### config.mk
export PLATFORM = sky130hd
export DESIGN_NAME = sdram_arb
export DESIGN_NICKNAME = d
export VERILOG_FILES = /design/src/rtl/sdram_arb_pkg.sv /design/src/rtl/sdram_arb_sel.sv /design/src/rtl/sdram_arb.sv
export SDC_FILE = /design/constraint.sdc
export NUM_CORES = 1
export LEC_CHECK = 0
export ABC_AREA = 1
export CAP_MARGIN = 0
export CORE_UTILIZATION = 44
export DETAILED_ROUTE_END_ITERATION = 8
export PLACE_DENSITY = 0.86
export SLEW_MARGIN = 0
export SYNTH_ARGS = -nofsm -noshare
export SYNTH_HDL_FRONTEND = slang
export SYNTH_SLANG_ARGS = --single-unit
### constraint.sdc
create_clock -name clk -period 2.4 [get_ports clk]
set_input_delay 0.48 -clock clk [delete_from_list [all_inputs] [get_ports clk]]
set_output_delay 0.48 -clock clk [all_outputs]
set_load 0.01 [all_outputs]
### src/rtl/sdram_arb_pkg.sv
// rtl/sdram_arb_pkg.sv - shared types and default widths for the SDRAM request arbiter
//   state_t    : bridge sequencer states
//   port_t     : client port index (PORT_A, PORT_B)
//   ADDR_W_DEF : default byte address width
//   DATA_W_DEF : default data width
package sdram_arb_pkg;

  localparam int ADDR_W_DEF = 27;
  localparam int DATA_W_DEF = 16;

  typedef enum logic [2:0] {
    IDLE,
    ISSUE,
    WAIT_LOW,
    WAIT_HIGH,
    GAP
  } state_t;

  typedef enum logic {
    PORT_A = 1'b0,
    PORT_B = 1'b1
  } port_t;

endpackage

### src/rtl/sdram_arb_sel.sv
// rtl/sdram_arb_sel.sv - combinational winner selector for the two client ports
//   a_req, b_req : pending requests
//   last         : port granted most recently
//   win          : selected port (meaningful only when valid)
//   valid        : at least one request pending
// Macro SDRAM_ARB_RR_EN: defined = round-robin on ties, undefined = port A wins ties.
module sdram_arb_sel
  import sdram_arb_pkg::*;
(
  input  logic  a_req,
  input  logic  b_req,
  input  port_t last,
  output port_t win,
  output logic  valid
);

`ifdef SDRAM_ARB_RR_EN
  always_comb begin
    valid = a_req | b_req;
    win   = PORT_A;
    if (a_req && b_req) begin
      // Tie: the port that was not served last goes first.
      win = (last == PORT_A) ? PORT_B : PORT_A;
    end else if (b_req) begin
      win = PORT_B;
    end
  end
`else
  logic unused_last;
  assign unused_last = last;

  always_comb begin
    valid = a_req | b_req;
    win   = a_req ? PORT_A : (b_req ? PORT_B : PORT_A);
  end
`endif

endmodule

### src/rtl/sdram_arb.sv
// rtl/sdram_arb.sv - two-client arbiter and req/gnt/done bridge to the SDRAM controller strobes
//   clk, reset_n              : clock, asynchronous active-low reset
//   a_*/b_* req,we,addr,wtbt,din : client requests (held until *_gnt)
//   a_*/b_* gnt,done,dout     : grant pulse, completion pulse, read data
//   sd_addr/sd_din/sd_wtbt    : latched request fields to the controller
//   sd_rd/sd_we               : edge-triggered controller strobes
//   sd_dout/sd_ready          : controller read data and ready
//   busy                      : high whenever the sequencer is not idle
// Macro SDRAM_ARB_RR_EN: round-robin tie breaking (default build: fixed priority to port A).
module sdram_arb
  import sdram_arb_pkg::*;
#(
  parameter int ADDR_W = ADDR_W_DEF,
  parameter int DATA_W = DATA_W_DEF
) (
  input  logic              clk,
  input  logic              reset_n,
  input  logic              a_req,
  input  logic              a_we,
  input  logic [ADDR_W-1:0] a_addr,
  input  logic [1:0]        a_wtbt,
  input  logic [DATA_W-1:0] a_din,
  output logic              a_gnt,
  output logic              a_done,
  output logic [DATA_W-1:0] a_dout,
  input  logic              b_req,
  input  logic              b_we,
  input  logic [ADDR_W-1:0] b_addr,
  input  logic [1:0]        b_wtbt,
  input  logic [DATA_W-1:0] b_din,
  output logic              b_gnt,
  output logic              b_done,
  output logic [DATA_W-1:0] b_dout,
  output logic [ADDR_W-1:0] sd_addr,
  output logic [DATA_W-1:0] sd_din,
  output logic [1:0]        sd_wtbt,
  output logic              sd_rd,
  output logic              sd_we,
  input  logic [DATA_W-1:0] sd_dout,
  input  logic              sd_ready,
  output logic              busy
);

  state_t state, state_nxt;
  port_t  sel_port, last_port, win;
  logic   win_valid, accept, complete;

  sdram_arb_sel u_sel (
    .a_req (a_req),
    .b_req (b_req),
    .last  (last_port),
    .win   (win),
    .valid (win_valid)
  );

`ifdef SDRAM_ARB_RR_EN
  always_ff @(posedge clk or negedge reset_n) begin
    if (!reset_n) begin
      last_port <= PORT_B;
    end else if (accept) begin
      last_port <= win;
    end
  end
`else
  assign last_port = PORT_B;
`endif

  always_ff @(posedge clk or negedge reset_n) begin
    if (!reset_n) begin
      state <= IDLE;
    end else begin
      state <= state_nxt;
    end
  end

  always_comb begin
    state_nxt = state;
    accept    = 1'b0;
    complete  = 1'b0;
    case (state)
      IDLE: begin
        // Nothing is accepted while the controller is still starting up.
        if (sd_ready && win_valid) begin
          accept    = 1'b1;
          state_nxt = ISSUE;
        end
      end
      ISSUE:     state_nxt = WAIT_LOW;
      WAIT_LOW:  if (!sd_ready) state_nxt = WAIT_HIGH;
      WAIT_HIGH: begin
        if (sd_ready) begin
          complete  = 1'b1;
          state_nxt = GAP;
        end
      end
      GAP:       state_nxt = IDLE;
      default:   state_nxt = IDLE;
    endcase
  end

  // Grant and strobe are registered on the accept edge so both are visible
  // throughout ISSUE; the strobe then stays high until ready returns.
  always_ff @(posedge clk or negedge reset_n) begin
    if (!reset_n) begin
      sel_port <= PORT_A;
      sd_addr  <= '0;
      sd_din   <= '0;
      sd_wtbt  <= '0;
      sd_rd    <= 1'b0;
      sd_we    <= 1'b0;
      a_gnt    <= 1'b0;
      b_gnt    <= 1'b0;
      a_done   <= 1'b0;
      b_done   <= 1'b0;
      a_dout   <= '0;
      b_dout   <= '0;
      busy     <= 1'b0;
    end else begin
      a_gnt  <= 1'b0;
      b_gnt  <= 1'b0;
      a_done <= 1'b0;
      b_done <= 1'b0;
      busy   <= (state_nxt != IDLE);
      if (accept) begin
        sel_port <= win;
        if (win == PORT_B) begin
          sd_addr <= b_addr;
          sd_din  <= b_din;
          sd_wtbt <= b_wtbt;
          sd_we   <= b_we;
          sd_rd   <= ~b_we;
          b_gnt   <= 1'b1;
        end else begin
          sd_addr <= a_addr;
          sd_din  <= a_din;
          sd_wtbt <= a_wtbt;
          sd_we   <= a_we;
          sd_rd   <= ~a_we;
          a_gnt   <= 1'b1;
        end
      end
      if (complete) begin
        // sd_we still holds the direction of the finishing transaction here.
        sd_rd <= 1'b0;
        sd_we <= 1'b0;
        if (sel_port == PORT_B) begin
          b_done <= 1'b1;
          if (!sd_we) b_dout <= sd_dout;
        end else begin
          a_done <= 1'b1;
          if (!sd_we) a_dout <= sd_dout;
        end
      end
    end
  end

endmodule

==> results by group, run 1 <==
Status
  • Status: finished, violations left
  • Failing checks: DRC

Synth
  • Synth top area share: 0.548
  • Synth unique cells: 20
  • Count of state elements after synthesis: 88
  • Yosys warnings: 0
  • Post-Syn Nets: 638
  • Post-synthesis area per instance: 7.66 um^2
  • Dominant cells by area after synthesis: dfrtp_1 55%, nand2_1 32%, nand3_1 2.5%
  • Register area share after synthesis: 0.548
  • Cell taking the most area after synthesis: dfrtp_1
  • Mapped Area: 4020 um^2
  • Post-Syn Instances: 525

Drt
  • Drt wl/cell: 13.3 um
  • Vias: 4,054
  • Starting DRT DRC Count: 162
  • Vias per inst: 4.91
  • Drc violations: 30
  • WL final: 11,000 um
  • First-pass DRT Iterations: 6
  • ANT nets after route: 0

Setup path
  • Critical path's top delay family: buffers and inverters
  • CP max-delay cell: clkdlybuf4s50_1
  • Startpoint Class: register
  • Worst setup EP type: output port
  • Crit path cell chain: clkdlybuf4s50_1
  • Worst Path Buf+Inv: 1
  • CP required: 1920 ps
  • CP max stage delay: 580 ps
  • Worst path arrival time: 1380 ps
  • Crit Path Category: reg -> out
  • Maximum fanout along the worst path: 4

Clock network
  • Worst-Skew Late Latency: 340 ps
  • Post-CTS Resized: 0
  • Clk pin slew, worst setup/hold paths: 90 ps
  • Inserted Clock Buffers: 9
  • Post-CTS Setup Bufs: 0
  • CTS tree: yes
  • CTS sink cnt: 88
  • Max Root-Sink Buffers: 2
  • Cts hold-fix bufs: 0
  • H-tree levels: 3
  • Root buf cell: clkbuf_8

Die
  • Die height: 97.6 um
  • Starting Density: 0.457
  • CORE AREA: 8810 um^2
  • Die width: 97.6 um
  • IO Pins: 197
  • Rows: 34
  • DIE AREA: 9530 um^2

Power
  • Static Leak: 0.00318 uW
  • PwrDens: 1030 nW/um^2
  • Worst vdd ir: 0.447 mV

STA
  • Worst-Margin Slew: 522 ps
  • Achievable Freq: 537 MHz
  • Period utilisation layout: 0.776
  • Final TNS setup: 0 ps
  • Final Hold Viols: 0
  • Hold slack: 82.2 ps
  • Clk_skew: 9.13 ps
  • RSZ-0062 raised after global routing: false
  • Setup violations, final: 0
  • Crit path time final: 1860 ps
  • Slew HR: 0.652
  • Final count of pins violating max slew: 0

Global route
  • Largest net degree at the start of global routing: 54
  • GRT Total Usage: 0.238
  • Vias in the first global route: 3,933
  • First-pass GRT wire length: 18,100 um
  • Initial antenna violation count: 0
  • Grt total ovfl: 0

Placement
  • # port buffers: 196
  • DP HPWL: 8310 um
  • Placed Instances: 810
  • RePlAce Congestion: 0.821

Worst hold path
  • Tightest Hold Check Type: in -> async

Job
  • Max-cap violation count: 0

Finish
  • Layout cells sized above 1: 0.0487
  • Ant. Diodes: 0
  • Post-route insts no fill: 826
  • Fin nets: 826
  • Layout overhead on the synthesized area: 55.2%
==> layout make-up <==
type	count	area [um^2]
clock buffer	10	128
clock inverter	6	67.6
fill	648	2560
inverter	10	37.5
multi-input combinational	399	1620
sequential	88	2200
tap	108	135
timing repair buffer	205	2050
==> metal layers <==
layer | up-vias | part of all wire | GRT usage
met2 | 184 | 0.48 | 0.406
li1 | 1988 | - | -
met4 | 0 | 0.025 | 0.105
met5 | - | 0 | 0
met1 | 1863 | 0.41 | 0.292
met3 | 19 | 0.088 | 0.0504
==> synth_stat cells, drive strengths merged <==
master  instances
nor2            8
nand4          16
nand2         349
a31oi           1
nand3          22
buf            18
clkbuf         10
inv             9
clkinv          1
dfrtp          88
o21ai           3
==> where the power goes <==
part	internal (uW)	leakage, uW	switching (uW)
Clock	488	0.0000933	528
Combinational	1540	0.00197	1340
Sequential	2120	0.00112	397
==> flip-flops by register name (all words and copies together), names as in the netlist, 2 cells and up <==
register / flops
sd_din: 16
b_dout: 16
a_dout: 16
state: 3
sd_wtbt: 2
sd_addr: 27
==> placed cells by master, fill, tap and decap left out <==
cell	netlist	routed
nand4_1	16	16
a31oi_1	1	1
clkbuf_8	0	9
nand2_2	2	3
dfrtp_1	88	88
nand2_1	347	346
buf_4	5	8
nand3_4	1	1
clkinv_2	0	1
nor2_1	6	6
clkdlybuf4s50_1	0	195
inv_1	6	6
clkbuf_1	10	1
nand3_1	20	20
bufinv_16	0	1
inv_2	3	3
buf_12	0	2
nand3_2	1	1
inv_6	0	2
nor2_8	1	1
clkinvlp_4	0	2
o21ai_0	3	3
nor2_4	1	1
clkinv_1	1	1
==> per-stage QoR <==
stage	utilization	setup WS (ps)	cell area [um^2]	power, uW
2_1_floorplan	-	1110	4020	3710
3_3_place_gp	0.687	512	6050	5320
3_5_place_dp	0.687	403	6050	5430
4_1_cts	0.709	516	6240	6470
5_1_grt	0.709	483	6240	6830
6_report	0.709	538	6240	6420
==> final timing paths <==
check	start	endpoint	slack (ps)	cells past startpoint
worst min-delay path	reset_n	a_done	80	1
worst min register to register	a_dout[2]	a_dout[2]	480	2
worst max-delay path	sd_we	sd_we	540	1
worst max register to register	sd_we	a_dout[11]	860	4
min in group clk	a_dout[2]	a_dout[2]	480	2
max in group asynchronous	reset_n	a_dout[11]	1700	2
==> kinds of logic (layout without fill, tap and decap cells) <==
kind of cell,count (synthesis),after routing,synth area share
AOI/OAI and AO/OA,4,4,0.00529
buffers and inverters,38,231,0.0501
and+or+nand+nor,395,395,0.397
DFF,88,88,0.548
(Power assumes the default switching activity.)
==> inputs of run 2 (changes only) <==
- CORE_UTILIZATION: 44 -> 37
- PLACE_DENSITY: 0.86 -> 0.77
- clock period: 2.4 -> 1.6 ns (I/O delays scaled with it)
==> run 2 against run 1 <==
The flow finishes with violations (hold timing). Clock-buffer cell count rose by 1. First-iteration DRC count is 5.6% lower. Sequential power rose by 47%. Critical path depth did not move. Wire length up 2.5%. Flip-flop and latch count is the same. Non-clock buffer count up 7. Sequential share of layout area down 1.4 points. Clock skew is 0.71 ps lower. Global-route usage down 3.5 points. Die area rose by 19%. Critical endpoint is now sd_addr[26]. Largest cell class is now buffers. Largest power group unchanged.
==> results by group, run 2 (same netlist as run 1, synthesis figures left out) <==
Setup path
  • CP max stage delay: 550 ps (was 580 ps)
  • CP required: 1280 ps (was 1920 ps)
  • Startpoint Class: register (unchanged)
  • Worst setup EP type: output port (unchanged)
  • CP max-delay cell: clkdlybuf4s50_1 (unchanged)
  • Maximum fanout along the worst path: 2 (was 4)
  • Crit Path Category: reg -> out (unchanged)
  • Crit path cell chain: clkdlybuf4s50_1 (unchanged)
  • Critical path's top delay family: buffers and inverters (unchanged)
  • Worst path arrival time: 1240 ps (was 1380 ps)
  • Worst Path Buf+Inv: 1 (unchanged)

Drt
  • Starting DRT DRC Count: 153 (was 162)
  • Met3 WL: 868 um (was 960 um)
  • ANT nets after route: 0 (unchanged)
  • Vias: 3,992 (was 4,054)
  • First-pass DRT Iterations: 4 (was 6)
  • Met2 wire len: 5610 um (was 5260 um)
  • Drt wl/cell: 13.0 um (was 13.3 um)
  • Vias per inst: 4.64 (was 4.91)
  • WL final: 11,200 um (was 11,000 um)
  • Drc violations: 0 (was 30)
  • DR top layer: met4 (unchanged)
  • Wire length on met1: 4590 um (was 4460 um)

Clock network
  • Worst-Skew Late Latency: 350 ps (was 340 ps)
  • Root buf cell: clkbuf_8 (unchanged)
  • CTS sink cnt: 88 (unchanged)
  • CTS tree: yes (unchanged)
  • H-tree levels: 3 (unchanged)
  • Cts hold-fix bufs: 0 (unchanged)
  • Max Root-Sink Buffers: 2 (unchanged)
  • Inserted Clock Buffers: 9 (unchanged)
  • Clk pin slew, worst setup/hold paths: 90 ps (about the same)

Finish
  • Ant. Diodes: 0 (unchanged)
  • Commonest non-fill, non-tap cell in the layout: nand2_1 (unchanged)
  • Post-route insts no fill: 861 (was 826)
  • Most frequent cells in the layout: 346 x nand2_1, 119 x clkdlybuf4s50_1, 88 x dfrtp_1 (was 346 x nand2_1, 195 x clkdlybuf4s50_1, 88 x dfrtp_1)
  • Layout cells sized above 1: 0.0593 (was 0.0487)
  • Biggest register: sd_addr (unchanged)
  • Fin nets: 833 (was 826)
  • Finished Core Util: 0.624 (was 0.709)
  • Max FFs per register: 27 (unchanged)
  • Layout overhead on the synthesized area: 61.6% (was 55.2%)

Die
  • DIE AREA: 11,300 um^2 (was 9530 um^2)
  • CORE AREA: 10,400 um^2 (was 8810 um^2)
  • IO Pins: 197 (unchanged)
  • Rows: 37 (was 34)
  • Die width: 106 um (was 97.6 um)
  • Starting Density: 0.386 (was 0.457)
  • Die height: 106 um (was 97.6 um)

Global route
  • Largest net degree at the start of global routing: 89 (was 54)
  • GRT Total Usage: 0.203 (was 0.238)
  • Grt total ovfl: 0 (unchanged)
  • Vias in the first global route: 3,871 (was 3,933)
  • First-pass GRT wire length: 18,000 um (was 18,100 um)
  • Initial antenna violation count: 0 (unchanged)

STA
  • Achievable Freq: 640 MHz
  • Final count of pins violating max slew: 0 (unchanged)
  • Worst-Margin Slew: 451 ps (was 522 ps)
  • Period utilisation layout: 0.977
  • Slew HR: 0.699 (was 0.652)
  • Crit path time final: 1560 ps
  • Setup violations, final: 0 (unchanged)
  • Hold slack: -9.48 ps (was 82.2 ps)
  • Final TNS setup: 0 ps (unchanged)
  • Clk_skew: 8.42 ps (was 9.13 ps)
  • Final Hold Viols: 4 (was 0)
  • RSZ-0062 raised after global routing: false (unchanged)

Placement
  • # port buffers: 196 (unchanged)
  • Placed Instances: 841 (was 810)
  • RePlAce Congestion: 0.816 (was 0.821)
  • DP HPWL: 8280 um (was 8310 um)

Job
  • Max-cap violation count: 0 (unchanged)

Power
  • Int Power: 6050 uW (was 4150 uW)
  • Sequential Power Share: 0.394 (was 0.392)
  • Switch Pwr: 3360 uW (was 2270 uW)
  • PwrDens: 1450 nW/um^2 (was 1030 nW/um^2)
  • Worst vdd ir: 0.667 mV (was 0.447 mV)
  • Clock network power share: 0.171 (was 0.158)
  • Sw Ratio: 0.357 (was 0.354)
  • Logic pwr share: 0.434 (was 0.449)
  • Static Leak: 0.00398 uW (was 0.00318 uW)

Status
  • Status: finished, violations left (unchanged)
  • Failing checks: hold timing (was DRC)

Worst hold path
  • Tightest Hold Check Type: in -> async (unchanged)
[run 2: metal layers]
layer,GRT usage,up-vias
met3,0.0613,13
met4,0.0615,0
li1,-,2001
met2,0.359,153
met5,0,-
met1,0.236,1825
[run 2: worst paths after layout]
check	slack, ps	startpoint	depth (start not counted)	end
worst max-delay path	40	sd_addr[26]	1	sd_addr[26]
worst min-delay path	-9	reset_n	2	a_dout[0]
worst max register to register	280	sel_port	5	b_dout[0]
worst min register to register	470	a_dout[12]	2	a_dout[12]
max in group asynchronous	1260	reset_n	2	sd_addr[12]
min in group clk	470	a_dout[12]	2	a_dout[12]
[run 2: per-stage QoR]
step / area (um^2) / total power (uW) / setup slack [ps]
2_1_floorplan: 4020 / 5560 / 396
3_3_place_gp: 6170 / 8070 / -11.4
3_5_place_dp: 6170 / 8210 / -95.0
4_1_cts: 6350 / 9620 / 0.509
5_1_grt: 6500 / 10100 / 0.355
6_report: 6500 / 9420 / 36.5
[run 2: what timing repair did]
item / CTS / global route
resized for setup: 27 / 49
setup endpoints to repair: 27 / 60
setup buffers: 0 / 4
pin swaps: 0 / 1
hold endpoints to repair: 0 / 0
[run 2: final cells by class]
class,instances,area (um^2)
multi-input combinational,399,1620
fill,917,3920
timing repair buffer,212,2260
tap,136,170
clock buffer,11,151
inverter,10,37.5
clock inverter,5,62.6
sequential,88,2200
[run 2: power by group through the flow]
stage               logic (uW)  clock network (uW)  registers (uW)
detailed placement        4430                   0            3780
floorplan                 1400                   0            4160
global placement          4320                   0            3760
CTS                       4230                1650            3740
finish                    4090                1610            3710
global route              4520                1740            3830
